## src/rtl/ebi_write_arbiter.sv

```systemverilog
// EBI write buffer plus arbiter sharing one single-port memory between buffered writes and renderer reads.
// Define EBI_ARB_STATS_EN to build the write_count / drop_count statistics counters.
module ebi_write_arbiter #(
  parameter int          FIFO_DEPTH   = 4,
  parameter logic [15:0] REG_BASE     = 16'hF000,
  parameter int          STARVE_LIMIT = 8
) (
  input  logic        clk,
  input  logic        reset,
  input  logic [15:0] ebi_address,
  input  logic [15:0] ebi_data,
  input  logic        ebi_data_ready,
  input  logic        rd_req,
  input  logic [15:0] rd_addr,
  output logic        rd_gnt,
  output logic        rd_valid,
  output logic [15:0] rd_data,
  output logic [15:0] mem_addr,
  output logic [15:0] mem_wdata,
  output logic        mem_we,
  output logic        mem_re,
  input  logic [15:0] mem_rdata,
  output logic        reg_wr_en,
  output logic [3:0]  reg_addr,
  output logic [15:0] reg_wdata,
  output logic        overflow,
  input  logic        overflow_clr,
  output logic [15:0] write_count,
  output logic [7:0]  drop_count
);

  localparam int AW = (FIFO_DEPTH > 1) ? $clog2(FIFO_DEPTH) : 1;
  localparam int CW = $clog2(FIFO_DEPTH + 1);
  localparam int SW = $clog2(STARVE_LIMIT + 1);
  localparam logic [AW-1:0] LAST_PTR   = AW'(FIFO_DEPTH - 1);
  localparam logic [CW-1:0] FULL_CNT   = CW'(FIFO_DEPTH);
  localparam logic [SW-1:0] STARVE_MAX = SW'(STARVE_LIMIT);

  typedef enum logic [1:0] {IDLE, READ, WRITE} state_t;

  logic [31:0]   r_fifo [FIFO_DEPTH];
  logic [AW-1:0] r_wr_ptr;
  logic [AW-1:0] r_rd_ptr;
  logic [CW-1:0] r_count;
  logic [SW-1:0] r_starve;
  state_t        r_state;

  state_t        w_next;
  logic [31:0]   w_head;
  logic [15:0]   w_head_addr;
  logic          w_head_valid;
  logic          w_in_window;
  logic          w_head_reg;
  logic          w_head_mem;
  logic          w_forced;
  logic          w_full;
  logic          w_pop;
  logic          w_push;
  logic          w_drop;

  assign w_head       = r_fifo[r_rd_ptr];
  assign w_head_addr  = w_head[31:16];
  assign w_head_valid = (r_count != '0);
  assign w_in_window  = ({1'b0, w_head_addr} >= {1'b0, REG_BASE}) &&
                        ({1'b0, w_head_addr} <= ({1'b0, REG_BASE} + 17'd15));
  assign w_head_reg   = w_head_valid && w_in_window;
  assign w_head_mem   = w_head_valid && !w_in_window;
  assign w_forced     = w_head_mem && (r_starve >= STARVE_MAX);
  assign w_full       = (r_count == FULL_CNT);

  always_comb begin
    w_next = IDLE;
    if (w_forced)
      w_next = WRITE;
    else if (rd_req)
      w_next = READ;
    else if (w_head_mem)
      w_next = WRITE;
  end

  // Register-window entries drain through the reg port regardless of the memory decision.
  assign w_pop  = w_head_reg || (w_next == WRITE);
  assign w_push = ebi_data_ready && (!w_full || w_pop);
  assign w_drop = ebi_data_ready && w_full && !w_pop;

  assign rd_gnt  = reset && (w_next == READ);
  assign rd_data = rd_valid ? mem_rdata : 16'h0000;

  always_ff @(posedge clk) begin
    if (w_push)
      r_fifo[r_wr_ptr] <= {ebi_address, ebi_data};
  end

  always_ff @(posedge clk or negedge reset) begin
    if (!reset) begin
      r_wr_ptr  <= '0;
      r_rd_ptr  <= '0;
      r_count   <= '0;
      r_starve  <= '0;
      r_state   <= IDLE;
      rd_valid  <= 1'b0;
      mem_addr  <= '0;
      mem_wdata <= '0;
      mem_we    <= 1'b0;
      mem_re    <= 1'b0;
      reg_wr_en <= 1'b0;
      reg_addr  <= '0;
      reg_wdata <= '0;
      overflow  <= 1'b0;
    end else begin
      if (w_push)
        r_wr_ptr <= (r_wr_ptr == LAST_PTR) ? '0 : r_wr_ptr + AW'(1);
      if (w_pop)
        r_rd_ptr <= (r_rd_ptr == LAST_PTR) ? '0 : r_rd_ptr + AW'(1);
      r_count <= r_count + CW'(w_push) - CW'(w_pop);

      if (w_pop || !w_head_mem)
        r_starve <= '0;
      else if (r_starve < STARVE_MAX)
        r_starve <= r_starve + SW'(1);

      r_state  <= w_next;
      mem_we   <= (w_next == WRITE);
      mem_re   <= (w_next == READ);
      rd_valid <= (r_state == READ);
      if (w_next == WRITE) begin
        mem_addr  <= w_head_addr;
        mem_wdata <= w_head[15:0];
      end else if (w_next == READ) begin
        mem_addr  <= rd_addr;
      end

      reg_wr_en <= w_head_reg;
      if (w_head_reg) begin
        reg_addr  <= w_head_addr[3:0];
        reg_wdata <= w_head[15:0];
      end

      // A drop in the same cycle as a clear keeps the flag set.
      if (w_drop)
        overflow <= 1'b1;
      else if (overflow_clr)
        overflow <= 1'b0;
    end
  end

`ifdef EBI_ARB_STATS_EN
  always_ff @(posedge clk or negedge reset) begin
    if (!reset) begin
      write_count <= '0;
      drop_count  <= '0;
    end else begin
      if (mem_we || reg_wr_en)
        write_count <= write_count + 16'd1;
      if (w_drop && (drop_count != 8'hFF))
        drop_count <= drop_count + 8'd1;
    end
  end
`else
  assign write_count = 16'h0000;
  assign drop_count  = 8'h00;
`endif

endmodule

```

## config.mk

```make
export PLATFORM = sky130hd
export DESIGN_NAME = ebi_write_arbiter
export DESIGN_NICKNAME = d
export VERILOG_FILES = /design/src/rtl/ebi_write_arbiter.sv
export SDC_FILE = /design/constraint.sdc
export NUM_CORES = 1
export LEC_CHECK = 0
export CAP_MARGIN = 5
export CORE_ASPECT_RATIO = 0.9
export CORE_MARGIN = 8
export CORE_UTILIZATION = 46
export DETAILED_ROUTE_END_ITERATION = 8
export PLACE_DENSITY = 0.75
export SETUP_SLACK_MARGIN = 0.4
export SLEW_MARGIN = 15
export SYNTH_ARGS = -nofsm -noshare
export SYNTH_HDL_FRONTEND = slang
export SYNTH_SLANG_ARGS = --single-unit
```

## constraint.sdc

```tcl
create_clock -name clk -period 3 [get_ports clk]
set_input_delay 0.45 -clock clk [delete_from_list [all_inputs] [get_ports clk]]
set_output_delay 0.45 -clock clk [all_outputs]
set_load 0.005 [all_outputs]
```

-- Word level (Yosys, flattened, before mapping)
Memory sizes are Yosys's and may differ from the RTL's.
Index checks and enable logic that the tools add are counted.
- memory bits (read-only): 0
- RAM bits: 128
- latch bits: 0
- output and inout bits: 98
- memories: 1
- word-level logic and storage cells: 63
- input bits: 69
- bits in registers: 70
- memories (memory ; depth ; bits a word ; read ports ; clocked after Yosys merged registers in ; wr ports ; line ; text):
    r_fifo ; 4 ; 32 ; 1 ; 0 ; 1 ; 41 ; logic [31:0] r_fifo [FIFO_DEPTH];
- multiplexer cells: 14
- eq/ne operators: 6
- bitwise gates (word level): 0
- reductions and logical operators: 19
- shifts and indexed selects: 0
- add/subtract/negate cells: 5
- divide/modulo/power cells: 0
- $lt $le $gt $ge: 4
- multiply operators: 0
- operators by type and width (operator ; count):
    16-bit two-way mux ; 3
    16-bit >= comparator, second input constant ; 1
    16-bit <= comparator, second input constant ; 1
    2-bit two-way mux ; 5
    1-bit logical AND ; 8
    4-bit two-way mux ; 2
    2-bit == test, second input constant ; 3
    2-bit nonzero test ; 3
    2-bit by 1-bit adder with 2-bit output, second input constant ; 2
    4-bit by 1-bit adder with 4-bit output, second input constant ; 1
    2-bit by 1-bit == test with 1-bit output, second input constant ; 2
    4-bit >= comparator, second input constant ; 1
    1-bit zero test ; 4
    4-bit less-than comparator, second input constant ; 1
    1-bit two-way mux ; 4
    3-bit by 1-bit adder with 3-bit output ; 1
    3-bit == test, second input constant ; 1
    1-bit logical OR ; 3
    3-bit nonzero test ; 1
    3-bit by 1-bit subtractor with 3-bit output ; 1

-- Depth between registers and ports, before layout
An unclocked memory read counts as a cell.
- depth in word-level cells: 14
- gate-level depth with buffers: 14

-- Worst setup path after synthesis
No wires, ideal clock.
- kind: flip-flop to flip-flop
- from: register r_rd_ptr[0]
- to: register r_count[2]
- path buffers: 3
- arrival time: 3143 ps
- setup slack: -266 ps
- stages on the path, launching flop included: 15
- cell sequence: dfrtp_1 buf_6 buf_6 mux4_2 nor4b_4 and3_1 buf_4 o21a_2 inv_2 ha_1 inv_1 ha_1 fa_1 xnor2_1 xnor2_1
- word-level cells in the longest chain between the ends: 14
- elaborated cells on any way between the ends: 17
- classes of those cells: add/sub: 2; order compare: 2; eq/ne: 1; mux: 3; reduce/logical: 8; memory: 1
- RTL lines (item ; line ; text):
    start, declared ; 43 ; logic [AW-1:0] r_rd_ptr;
    start signal, assigned ; 114 ; r_rd_ptr <= (r_rd_ptr == LAST_PTR) ? '0 : r_rd_ptr + AW'(1);
    memory 4 x 32 bit * ; -- ;
    16-bit >= comparator / 16-bit <= comparator (equally long branches) ; 64, 65 ;
    1-bit logical AND * ; 64 ; assign w_in_window = ({1'b0, w_head_addr} >= {1'b0, REG_BASE}) &&
    1-bit zero test ; 67 ; assign w_head_mem = w_head_valid && !w_in_window;
    1-bit logical AND ; 67 ;
    2-bit two-way mux ; 77 ; else if (w_head_mem)
    2-bit two-way mux ; 75 ; else if (rd_req)
    2-bit two-way mux ; 73 ; if (w_forced)
    2-bit == test ; 82 ; assign w_pop = w_head_reg || (w_next == WRITE);
    1-bit logical OR * ; 82 ;
    1-bit logical OR ; 83 ; assign w_push = ebi_data_ready && (!w_full || w_pop);
    1-bit logical AND ; 83 ;
    3-bit by 1-bit adder with 3-bit output ; 115 ; r_count <= r_count + CW'(w_push) - CW'(w_pop);
    3-bit by 1-bit subtractor with 3-bit output * ; 115 ;
    end signal, assigned ; 115 ;
    end, declared ; 44 ; logic [CW-1:0] r_count;
Every way passes the cells marked *; elsewhere a longest branch is shown, timed or not.
A chain may end at the register's enable or synchronous reset.

-- Final worst setup path
- from: register r_rd_ptr[0]
- to: output rd_gnt
- word-level cells in the longest chain between the ends: 10
- elaborated cells on any way between the ends: 12
- classes of those cells: order compare: 2; eq/ne: 1; mux: 3; reduce/logical: 5; memory: 1
- RTL lines (item ; line ; text):
    memory 4 x 32 bit * ; -- ;
    16-bit >= comparator / 16-bit <= comparator (equally long branches) ; 64, 65 ;
    1-bit logical AND * ; 64 ;
    1-bit zero test * ; 67 ;
    1-bit logical AND * ; 67 ;
    2-bit two-way mux ; 77 ;
    2-bit two-way mux ; 75 ;
    2-bit two-way mux * ; 73 ;
    2-bit by 1-bit == test with 1-bit output * ; 86 ; assign rd_gnt = reset && (w_next == READ);
    1-bit logical AND * ; 86 ;
    end, declared ; 15 ; output logic rd_gnt,
Marks and branches as above.

==> results.md <==
- Setup crit start kind: flop
- Total Negative Setup Slacks: -0.213 ns
- Number of buffers between clock root and the deepest sink: 2
- Number of ports placed on the die boundary: ~170
- Failing checks: negative setup slack
- Share of the synthesized area in compound gates (AO/OA/AOI/OAI): under 10%
- Vias/cell: ~5.3
- Overall global routing resource usage: 18.7%
- Relative slew slack: about three fifths
- Insertion delay to the later sink of the worst-skew pair: ~0.44 ns
- Period Utilization, post-route: 104%
- Number of cell rows: 46
- Clock transition at the registers of the reported paths: around 0.07 ns
- Synth Flop Type: edfxtp_1
- Commonest non-fill, non-tap cell in the layout: clkdlybuf4s50_1
- Crit path cell chain: clkbuf_16 -> mux4_2 -> nor4b_4 -> buf_4 -> buf_6 -> nand3_4 -> nand3_4 -> and3_4 -> buf_6
- Number of global-route vias before repair: 5184
- Post-synthesis cell type with the largest combined area: edfxtp_1
- EDFF count, synth: around 130
- Post-synth design cell area: between 0.008 and 0.009 mm^2
- P&R area growth vs syn: 44.0%
- GPL Wtd Cong: 0.852
- Core Box Area: approximately 0.017 mm^2
- Starting utilization of the core area: between 40% and 50%
- Cell types with the largest area share after synthesis: edfxtp_1 (47%), dfrtp_1 (22%), mux4_2 (8.9%)
- Clock tree from TritonCTS: done
- Synthesis-stage register bit count: 198
- Slowest stage delay, CP: 0.53 ns
- Number of DRC violations after detailed-routing iteration 0: about 440
- Combinational family with the most area after synthesis: multiplexers
- Layout Utilization: 66.9%
- Slew at the pin closest to its max-slew limit: just over 0.6 ns
- Fillers: 1125
- Clock Skews: about 0.011 ns
- Number of buffers created by CTS: 17
- Chip Width: 156 um
- Die Y-Extent: about 140 um
- Number of instances in the synthesized netlist: between 400 and 500
- Count of warnings emitted by yosys: 0
- Largest voltage drop on the vdd net: 0.000502 V
- Setup WS post-layout: -0.111 ns
- Post-synthesis mux area share: around 16%
- Maximum level of the CTS H-tree: 4
- Tightest Hold Check Type: primary input to async pin
- Max-slew violation count: 0
- Time the final worst path needs with I/O delays and setup: between 3 and 4 ns
- Number of buffers inserted by port buffering: approximately 140
- Result of the run: complete, but fails checks
- Final #Nets: 748
- Worst path top cell family by delay: simple AND/OR/NAND/NOR gates
- Highest clock rate: around 320 MHz
- Class of the most critical setup path: flop to output port
- Share of synthesized cell area in full adder, half adder and majority cells: about 1.6%
- Antenna violations before repair: 0
- Master cell of the clock root buffer: clkbuf_16
- Total overflow reported by the global router: 0
- Final number of hold-violating endpoints: 0
- Wire length of the first global-routing pass: 30600 um
- Hpwl dp: 13000 um
- Total clock sinks: roughly 200
- Number of optimization iterations in the first detailed-route pass: 5
- Crit path DAT: around 2.7 ns
- Distinct cell type count of the synthesized netlist: 38
- Critical Path End Type: output port
- Post-route DRC violation count: 0
- Worst Path Max Fanout: 6
- Layout cells sized above 1: 30.8%
- Share of the synthesized area in the top cell type: between 40% and 50%
- Beginning of the critical path: r_rd_ptr[0]
- Max-cap violation count: 0
- Cell type of the slowest stage on the worst timing path: mux4_2
- Post-Place Cells: 839
- Worst endpoint required time: 2.55 ns
- Largest net degree at the start of global routing: 44
- Post-Synth XOR/XNOR Area: less than 1%
- Average wire per cell in the routed design: 23.5 um
- Static leakage: roughly 4.5 nW
- Launching point of the worst reg2reg path: r_rd_ptr[0]
- Commonest non-fill, non-tap cells in the layout: clkdlybuf4s50_1 (140), edfxtp_1 (128), dfrtp_1 (68)
- Power Density: just under 900 mW/mm^2
- # setup viols final: 2
- Wire length reported by the detailed router: roughly 22000 um
- Proportion of synthesized flip-flops having asynchronous set or reset: between 30% and 40%
- Avg Synthesized Cell Area: between 15 and 20 um^2
- Vias post-DR: approximately 5000
- CP Buf/Inv Count: 4
- Basic-gate share of the synthesized area counting and, or, nand and nor cells: approximately 5.6%
- Setup repair after global routing missed its margin: true
- Die area: 0.0221 mm^2
- Number of antenna repair diodes: 0
- Final non-filler cell total: 922
- Share of the yosys chip area belonging to registers: between 60% and 70%
- Number of nets still failing antenna checks after routing: 0
layer usage:
layer  vias to the layer above  routed length [um]  GRT usage, %
li1                       2117                   -             -
met2                       233               11200          32.3
met5                         -                   0             0
met4                         0                 250          5.97
met3                        22                1640          5.11
met1                      2535                8620          22.5
power breakdown:
part	switching [W]	total [W]	internal, W
logic	0.00157	0.00382	0.00225
registers	0.000366	0.00398	0.00361
clock network	0.00101	0.00250	0.00149
through the flow:
stage	cell area, um^2	total power (W)	setup WS [ns]	hold WS (ns)
4_1_cts	11200	0.00990	-0.111	0.0955
3_3_place_gp	9900	0.00671	-0.00202	0.386
2_1_floorplan	8230	0.00554	-0.138	0.154
3_5_place_dp	9900	0.00686	-0.0825	0.402
6_report	11700	0.0103	-0.111	0.0825
5_1_grt	11700	0.0107	-0.205	0.101
final timing paths:
check                      slack [ns]  depth (start not counted)           end
max                             -0.11                          9        rd_gnt
min                              0.08                          2  reg_wdata[8]
max reg2reg                     -0.10                         12    r_count[2]
min reg2reg                      0.40                          1      rd_valid
max in group asynchronous        1.94                          3   r_rd_ptr[1]
min in group clk                 0.40                          1      rd_valid
area by class of cell:
type	count	area (um^2)	area share (%)
clock buffer	18	429	3.68
multi-input combinational	219	2400	20.6
sequential	198	5600	48.0
clock inverter	14	223	1.91
tap	240	300	2.57
timing repair buffer	218	2630	22.5
inverter	15	82.6	0.708
what timing repair did:
action / in CTS / in global routing
hold buffers: 0 / 0
setup buffers: 18 / 12
endpoints found under the setup margin: 173 / 179
cloned: 13 / 8
endpoints found under the hold margin: 0 / 0
pin swaps: 6 / 10
gates resized for setup: 54 / 47
cells in the mapped netlist, drive strengths merged, types with 2 or more instances:
master  number
nor2         9
o21ai       16
dfrtp       70
ha           9
inv         15
buf         34
and2        22
nand2        2
nor3        11
xnor2        3
and3         2
mux4        32
nand4        3
nand3       11
nor2b        8
a31oi       10
nor4b        2
mux2        40
edfxtp     128
clkbuf      12
o221a        6
sequential cells by signal, indices dropped and copies added, names as in the netlist:
name	cells
mem_wdata	16
reg_wr_en	1
mem_we	1
reg_addr	4
r_count	3
r_fifo	128
overflow	1
mem_re	1
rd_valid	1
reg_wdata	16
r_rd_ptr	2
mem_addr	16
r_starve	4
r_state	2
r_wr_ptr	2
cell families after synthesis:
family / after synthesis
compound gates: 35
xor+xnor: 3
other cells: 1
mux: 72
simple gates: 74
flops: 198
fa+ha+maj: 10
buf+inv: 61
Note: power is estimated with default switching activity, not from simulation.
